$ cat config.mk
export PLATFORM = sky130hd
export DESIGN_NAME = ov7670_capture_scaler
export DESIGN_NICKNAME = d
export VERILOG_FILES = /design/src/rtl/ov7670_capture_scaler.sv
export SDC_FILE = /design/constraint.sdc
export NUM_CORES = 1
export LEC_CHECK = 0
export BUFFER_PORTS_ARGS = -buffer_cell sky130_fd_sc_hd__buf_2
export CAP_MARGIN = 25
export CORE_UTILIZATION = 45
export DETAILED_ROUTE_END_ITERATION = 10
export GPL_TIMING_DRIVEN = 0
export PLACE_DENSITY = 0.75
export SLEW_MARGIN = 20
export SYNTH_ARGS = -nofsm -noshare
export SYNTH_HDL_FRONTEND = slang
export SYNTH_SLANG_ARGS = --single-unit
$ cat constraint.sdc
create_clock -name pclk -period 2.57 [get_ports pclk]
set_input_delay 0.257 -clock pclk [delete_from_list [all_inputs] [get_ports pclk]]
set_output_delay 0.257 -clock pclk [all_outputs]
set_load 0.01 [all_outputs]
$ cat src/rtl/ov7670_capture_scaler.sv
// rtl/ov7670_capture_scaler.sv - OV7670 byte-stream capture with format select, decimation, pause and overflow guard
// Optional line-length checker: OV7670_CAPTURE_LINE_CHECK_EN
`timescale 1ns/1ps
module ov7670_capture_scaler #(
   parameter int HRES   = 640,
   parameter int VRES   = 480,
   parameter int ADDR_W = 19
) (
   input  logic              pclk,
   input  logic              rst_n,
   input  logic              vsync,
   input  logic              href,
   input  logic [7:0]        din,
   input  logic [1:0]        mode,
   input  logic [1:0]        scale,
   input  logic              pause,
   output logic [ADDR_W-1:0] addr,
   output logic [7:0]        dout,
   output logic              we,
   output logic              frame_done,
   output logic [7:0]        frame_cnt,
   output logic              overflow,
   output logic              line_err
);

   localparam int XW  = $clog2(HRES + 1);
   localparam int YW  = $clog2(VRES + 1);
   localparam int AW1 = ADDR_W + 1;
   localparam logic [XW-1:0]  HRES_X = XW'(HRES);
   localparam logic [YW-1:0]  VRES_Y = YW'(VRES);
   localparam logic [AW1-1:0] LIM0   = AW1'(HRES * VRES);
   localparam logic [AW1-1:0] LIM1   = AW1'((HRES >> 1) * (VRES >> 1));
   localparam logic [AW1-1:0] LIM2   = AW1'((HRES >> 2) * (VRES >> 2));

   typedef enum logic [1:0] {S_SYNC, S_VBLANK, S_ACTIVE, S_PAUSED} state_t;
   state_t state_q, state_d;

   logic              vsync_q, href_q;
   logic [1:0]        mode_q, scale_q;
   logic              phase_q;
   logic [7:0]        b0_q;
   logic [XW-1:0]     x_q;
   logic [YW-1:0]     y_q;
   logic [AW1-1:0]    idx_q;
   logic [ADDR_W-1:0] addr_q;
   logic [7:0]        dout_q;
   logic              we_q, fd_q, ovf_q;
   logic [7:0]        cnt_q;

   logic              vs_rise, vs_fall, hr_rise, hr_fall;
   logic              byte_en, cur_phase, pix_done, aligned, full, keep, ovf_hit, frame_start;
   logic [1:0]        smask;
   logic [AW1-1:0]    lim;
   logic [7:0]        gray, pix;

   always_comb begin
      state_d = state_q;
      case (state_q)
         S_SYNC:   if (vsync)   state_d = S_VBLANK;
         S_VBLANK: if (vs_fall) state_d = pause ? S_PAUSED : S_ACTIVE;
         S_ACTIVE: if (vs_rise) state_d = S_VBLANK;
         S_PAUSED: if (vs_rise) state_d = S_VBLANK;
         default:               state_d = S_SYNC;
      endcase
   end

   always_comb begin
      vs_rise     = vsync & ~vsync_q;
      vs_fall     = ~vsync & vsync_q;
      hr_rise     = href & ~href_q;
      hr_fall     = ~href & href_q;
      frame_start = (state_q == S_VBLANK) && vs_fall;
      // vsync high overrides href: no bytes are taken during blanking
      byte_en     = (state_q == S_ACTIVE) && href && !vsync;
      cur_phase   = hr_rise ? 1'b0 : phase_q;
      pix_done    = byte_en && cur_phase;
      smask       = (scale_q == 2'd0) ? 2'b00 : (scale_q == 2'd1) ? 2'b01 : 2'b11;
      lim         = (scale_q == 2'd0) ? LIM0 : (scale_q == 2'd1) ? LIM1 : LIM2;
      aligned     = (x_q < HRES_X) && ((x_q[1:0] & smask) == 2'b00) && ((y_q[1:0] & smask) == 2'b00);
      full        = (idx_q >= lim);
      keep        = pix_done && aligned && (y_q < VRES_Y) && !full;
      // extra lines past VRES land here too, so a tall frame flags overflow
      ovf_hit     = pix_done && aligned && full;
      gray        = {2'b00, b0_q[7:3], 1'b0} + {1'b0, b0_q[2:0], din[7:5], 1'b0} + {3'b000, din[4:0]};
      pix         = (mode_q == 2'd1) ? gray : b0_q;
   end

   always_ff @(posedge pclk or negedge rst_n) begin
      if (!rst_n) begin
         state_q <= S_SYNC;
         vsync_q <= 1'b0;
         href_q  <= 1'b0;
         mode_q  <= 2'd0;
         scale_q <= 2'd0;
         phase_q <= 1'b0;
         b0_q    <= 8'd0;
         x_q     <= '0;
         y_q     <= '0;
         idx_q   <= '0;
         addr_q  <= '0;
         dout_q  <= 8'd0;
         we_q    <= 1'b0;
         fd_q    <= 1'b0;
         ovf_q   <= 1'b0;
         cnt_q   <= 8'd0;
      end else begin
         state_q <= state_d;
         vsync_q <= vsync;
         href_q  <= href;
         we_q    <= keep;
         fd_q    <= (state_q == S_ACTIVE) && vs_rise;
         if ((state_q == S_ACTIVE) && vs_rise) cnt_q <= cnt_q + 8'd1;
         if (frame_start) begin
            mode_q  <= mode;
            scale_q <= (scale == 2'd3) ? 2'd2 : scale;
            phase_q <= 1'b0;
            x_q     <= '0;
            y_q     <= '0;
            idx_q   <= '0;
            addr_q  <= '0;
            ovf_q   <= 1'b0;
         end else begin
            if (byte_en) begin
               phase_q <= ~cur_phase;
               if (!cur_phase) b0_q <= din;
            end
            if (pix_done && (x_q < HRES_X)) x_q <= x_q + 1'b1;
            if ((state_q == S_ACTIVE) && hr_fall) begin
               x_q <= '0;
               if (y_q < VRES_Y) y_q <= y_q + 1'b1;
            end
            if (keep) begin
               addr_q <= idx_q[ADDR_W-1:0];
               dout_q <= pix;
               idx_q  <= idx_q + 1'b1;
            end
            if (ovf_hit) ovf_q <= 1'b1;
         end
      end
   end

`ifdef OV7670_CAPTURE_LINE_CHECK_EN
   localparam int BW = $clog2(2 * HRES + 2) + 1;
   localparam logic [BW-1:0] BYTES_LINE = BW'(2 * HRES);
   localparam logic [BW-1:0] BMAX       = '1;
   logic [BW-1:0] bc_q;
   logic          lerr_q;

   always_ff @(posedge pclk or negedge rst_n) begin
      if (!rst_n) begin
         bc_q   <= '0;
         lerr_q <= 1'b0;
      end else if (frame_start) begin
         bc_q   <= '0;
         lerr_q <= 1'b0;
      end else begin
         if (byte_en) bc_q <= hr_rise ? BW'(1) : ((bc_q == BMAX) ? bc_q : bc_q + 1'b1);
         if ((state_q == S_ACTIVE) && hr_fall && !vsync && (bc_q != BYTES_LINE)) lerr_q <= 1'b1;
      end
   end
   assign line_err = lerr_q;
`else
   assign line_err = 1'b0;
`endif

   assign addr       = addr_q;
   assign dout       = dout_q;
   assign we         = we_q;
   assign frame_done = fd_q;
   assign frame_cnt  = cnt_q;
   assign overflow   = ovf_q;

endmodule

# ---- Word level (Yosys, flattened, before mapping)
# Cells that the tools add are included.
dict set report word_totals {
  inputBits 17
  out_inout_bits 39
  reg_bits 94
}
dict set report op_classes {
  mux 26
  magnitude_cmp 3
  reduce_logical 30
  n_bitwise 12
  addsub 6
  eq_ne 9
}
# operator count
set op_table {}
lappend op_table {{$mux W19} 3}
lappend op_table {{$mux W20} 2}
lappend op_table {{$mux W10} 3}
lappend op_table {{$mux W9} 3}
lappend op_table {{$add A20 B1 Y20 const B} 1}
lappend op_table {{$ge A20 B19 Y1} 1}
lappend op_table {{$mux W17} 1}
lappend op_table {{$logic_and A1 B1 Y1} 13}
lappend op_table {{$mux W2} 6}
lappend op_table {{$add A10 B1 Y10 const B} 1}
lappend op_table {{$lt A10 B10 Y1 const B} 1}
lappend op_table {{$reduce_bool A2 Y1} 5}
lappend op_table {{$add A9 B1 Y9 const B} 1}
lappend op_table {{$lt A9 B9 Y1 const B} 1}
lappend op_table {{$add A6 B7 Y8} 1}
lappend op_table {{$add A8 B1 Y8 const B} 1}
lappend op_table {{$add A8 B5 Y8} 1}
lappend op_table {{$logic_not A2 Y1} 4}
lappend op_table {{$mux W8} 1}
lappend op_table {{$eq A2 B1 Y1 const B} 3}
lappend op_table {{$eq A2 B2 Y1 const B} 3}
lappend op_table {{$mux W1} 6}
lappend op_table {{$not A1 Y1} 6}
lappend op_table {{$pmux W2 S3} 1}
lappend op_table {{other kinds (9)} 17}

# ---- Logic depth before layout (Yosys ltp)
dict set report logic_depth {
  ltp_word 12
  ltp_mapped 12
  ltp_nobuf 12
}

# ---- Worst setup path after synthesis
# No wires, ideal clock.
dict set report synth_path {
  kind {register to register}
  startpoint {register scale_q[1]}
  endpoint {register addr_q[17], in the netlist addr[17]}
  period_less_slack_ps 2605
  stages_incl_launch_ff 11
  path_buffers 2
  required_time_ps 2504
  arrival_time_ps 2539
  path_slack_ps -35
  path_cell_list {dfrtp_1 -> or2_2 -> ha_1 -> nor4bb_1 -> nand3_1 -> a311o_2 -> nand3_1 -> buf_2 -> clkbuf_1 -> nand3_1 -> nand2_1}
}
dict set report synth_between {
  elab_chain_len 11
}
# element line
set synth_lines {}
lappend synth_lines {{from (decl)} 39} ;# logic [1:0] mode_q, scale_q;
lappend synth_lines {{from (signal assigned)} 115} ;# scale_q <= (scale == 2'd3) ? 2'd2 : scale;
lappend synth_lines {{parallel branches: the longest is 9 deep, another holds $ge A20 B19 Y1} --}
lappend synth_lines {{$logic_and A1 B1 Y1 (*)} 81} ;# keep = pix_done && aligned && (y_q < VRES_Y) && !full;
lappend synth_lines {{$reduce_bool A2 Y1 (no source line) (*)} --}
lappend synth_lines {{to (signal assigned)} 133} ;# addr_q <= idx_q[ADDR_W-1:0];
lappend synth_lines {{to (decl)} 45} ;# logic [ADDR_W-1:0] addr_q;
# Every way passes the cells marked *.
# A chain may end at the register's enable or synchronous reset.

# ---- Worst setup path in the final report
dict set report layout_path {
  startpoint {register scale_q[1]}
  endpoint {register idx_q[18]}
}
dict set report layout_between {
  elab_chain_len 11
}
# element line
set layout_lines {}
lappend layout_lines {{parallel branches: the longest is 9 deep, another holds $ge A20 B19 Y1} --}
lappend layout_lines {{$logic_and A1 B1 Y1 (*)} 81}
lappend layout_lines {{$reduce_bool A2 Y1 (no source line) (*)} --}
lappend layout_lines {{to (signal assigned)} 135} ;# idx_q <= idx_q + 1'b1;
lappend layout_lines {{to (decl)} 44} ;# logic [AW1-1:0] idx_q;
# Marked as above.

==> summary.md <==
| Metric | Value |
|---|---|
| Hold Violations, Final | `0` |
| Synthesized area | `4778 sq um` |
| Number of cell rows | `37` |
| Critical path endpoint | `idx_q[18]` |
| Synth Net Count | `532` |
| CP Launch Type | `flop` |
| Post-synthesis register bit count | `94` |
| Chip width | `105.0 microns` |
| Final wirelength | `11010 microns` |
| ANT nets after route | `0` |
| Total CTS buffers | `9` |
| Clk_lat worst skew | `0.37 ns` |
| R2R Path Start | `scale_q[1]` |
| Mean Syn Cell Area | `9.772 sq um` |
| Worst vdd ir | `236.9 uV` |
| Pre-antenna DRT Iters | `5` |
| Fillers | `892` |
| Met3 global-route usage | `3.743%` |
| Largest net degree at the start of global routing | `50` |
| Busiest layer in global routing | `met2` |
| First-pass GRT wire length | `18230 microns` |
| Cells after Synth | `489` |
| Largest family of logic cells by synthesized area | `simple AND/OR/NAND/NOR gates` |
| Min Tclk post-route | `2.563 ns` |
| Gr ovfl total | `0` |
| CP max FO | `5` |
| Routed wire per std cell | `15.61 microns` |
| Layout area overhead | `20.90%` |
| Ys flop type | `dfrtp_1` |
| Reg2reg path depth | `11` |
| CTS tree | `yes` |
| Die Y-Extent | `105.0 microns` |
| WP data arrival | `2.85 ns` |
| Critical Path End Type | `flop` |
| Final period utilization | `99.74%` |
| Vias in the first global route | `3769` |
| Slew HR | `55.42%` |
| Antenna violations before repair | `0` |
| Post-place setup slack | `-0.4856 ns` |
| Core region area | `10320 sq um` |
| Grt met1 use | `27.64%` |
| Clock tree buffer depth | `2` |
| Setup slack, reg-to-reg | `0.007 ns` |
| Final Max Tran Viols | `0` |
| H-Tree Depth | `3` |
| CP Data Required Time | `2.85 ns` |
| Adder-Cell Fraction of Synth Area | `7.594%` |
| Vias | `3943` |
| DR iter-0 viols | `190` |
| Setup ws final | `0.006736 ns` |
| Clock sinks | `94` |
| DR vias/cell | `5.593` |
| PortBufs | `54` |
| Sequential-to-total area share from yosys stat | `49.23%` |
| Diodes inserted | `0` |
| Design Area, Final | `5777 sq um` |
| Register area | `2352 sq um` |
| Post-synth cell types | `53` |
| DRC | `0` |
| Final HPWL DP | `7889 microns` |
| Fin nets | `607` |
| Top post-synthesis cells by area | `dfrtp_1 (49%), nand2_1 (6.1%), ha_1 (5.5%)` |
| Area of the multi-input gates | `2404 sq um` |
| Post-synthesis simple-gate area fraction | `23.07%` |
| PwrDens | `625.7 nW/um^2` |
| Post-Synth XOR/XNOR Area | `4.216%` |
| Synth Area in Compound Gates | `10.08%` |
| Reg clk slew, reported paths | `0.09 ns` |
| Asr flop ratio synth | `100.0%` |
| Hold path depth | `1` |
| Worst setup path start | `scale_q[1]` |
| Worst-Margin Slew | `0.6687 ns` |
| Post-synthesis mux area share | `2.278%` |
| Cell taking the most area after synthesis | `dfrtp_1` |
| Total track usage | `20.87%` |
| Leakage power | `0.002835 uW` |
| Initial core utilization | `46.29%` |
| Top-area cell type share of the netlist area | `49.23%` |
| Routability cong. | `0.9092` |
| Root buf cell | `clkbuf_8` |
| # setup viols final | `0` |
| Syn. warnings | `0` |
| Die footprint | `11030 sq um` |
| RR Endpoint | `idx_q[18]` |
| Max-cap violations | `0` |
| Post-synth EDFFs | `0` |
| Outcome | `completed` |
| Final Power | `3615 uW` |
| Fmax | `0.3901 GHz` |
| IO Pins | `56` |
| Share of layout cells above drive strength 1 | `22.50%` |
| RSZ-0062 raised after global routing | `yes` |
| Clk_skew | `0.01148 ns` |
| Critical path class | `reg -> reg` |
| Min-Delay Path Class | `in -> reg` |
| M2 GR Usage | `34.06%` |
| Cell area after placement | `5260 sq um` |
layout by cell type (no fill, tap or decap), types with 9 or more instances in the layout:
cell / synthesis / layout
dfrtp_1: 94 / 94
nand2_1: 78 / 77
buf_2: 6 / 53
nand3_1: 41 / 38
nor2_1: 38 / 38
o21ai_0: 32 / 24
a21oi_1: 23 / 20
ha_1: 21 / 18
inv_1: 17 / 15
xor2_1: 13 / 13
clkbuf_1: 13 / 12
xnor2_1: 10 / 10
clkbuf_8: 0 / 10
o21ai_1: 1 / 9
report_power, final:
group          internal (uW)  switching (uW)
Sequential              1590             112
Combinational            422             490
Clock                    479             522
Total                   2490            1120
metal layers:
metal / routed length (microns) / vias to the layer above
li1: - / 1869
met1: 4812 / 1908
met2: 5375 / 140
met3: 520 / 26
met4: 300 / 0
met5: 0 / -
area by class of cell:
type                            instances  share of cell area [%]
Tap cell                              136                   2.946
Multi-Input combinational cell        356                   41.61
Clock buffer                           11                   2.447
Timing Repair Buffer                   65                   7.472
Sequential cell                        94                   40.72
Clock inverter                          5                  0.9963
Inverter                               17                   1.148
Buffer                                 21                   2.664
how the worst min path moves through the flow:
| stage | start | end |
|---|---|---|
| 2_1_floorplan | rst_n | addr[0] |
| 3_3_place_gp | href | href_q |
| 3_5_place_dp | rst_n | addr[16] |
| 4_1_cts | href | href_q |
| 5_1_grt | href | href_q |
| 6_report | href | href_q |
critical path: stages, from the launching register on:
cell and delay, ns:
dfrtp_1 0.40, or2_4 0.29, buf_6 0.13, ha_4 0.21, a21o_1 0.18, nand2_1 0.06
o2111a_2 0.28, buf_6 0.13, nand3b_4 0.10, buf_8 0.15, or4_1 0.40, a21oi_1 0.16
kinds of logic after synthesis:
kind of cell               Yosys count
DFF                                 94
xor gates and xnor gates            23
other                                1
AOI/OAI and AO/OA                   81
adders and majority gates           26
buffers and inverters               39
muxes                               10
and+or+nand+nor                    215
cell usage after synthesis (2+ instances only):
cell type,n
or4_1,10
fa_1,5
a21oi_1,23
o21ai_0,32
a21o_1,4
xnor2_1,10
and3_1,7
nand2_1,78
and2_1,2
inv_1,17
or2_2,2
nand3_1,41
nand3b_1,2
xor2_1,13
nand4_1,8
ha_1,21
o31ai_1,7
nor2_1,38
nor3_1,3
and4_1,5
or3_1,5
mux2i_1,3
nor4bb_1,2
a41o_1,2
dfrtp_1,94
clkbuf_1,13
a31oi_1,4
buf_2,6
mux2_2,7
nor2b_1,2
sequential cells by signal, indices dropped and copies added, names as in the netlist:
| name | flops |
|---|---|
| frame_done | 1 |
| href_q | 1 |
| b0_q | 8 |
| phase_q | 1 |
| frame_cnt | 8 |
| y_q | 9 |
| addr | 19 |
| overflow | 1 |
| idx_q | 20 |
| scale_q | 2 |
| mode_q | 2 |
| vsync_q | 1 |
| x_q | 10 |
| we | 1 |
| dout | 8 |
| state_q | 2 |
what timing repair did:
item | 4_1_cts | 5_1_grt
hold endpoints to repair | 45 | 0
gates resized for setup | 14 | 46
gates cloned | 0 | 3
setup endpoints to repair | 48 | 48
pin swaps | 4 | 4
hold buffers | 1 | 0
setup buffers | 4 | 2
through the flow:
step	utilization (%)	TNS, ns	instances	hold WS (ns)
finish	55.96	0	705	0.03162
global route	55.96	-0.2670	705	0.01941
CTS	53.67	-0.001644	700	0.01848
detailed placement	50.95	-16.17	680	0.2125
global placement	50.62	-12.31	679	0.4087
floorplan	-	0	489	-0.03859
No activity file was read; power rests on OpenSTA's default activity.
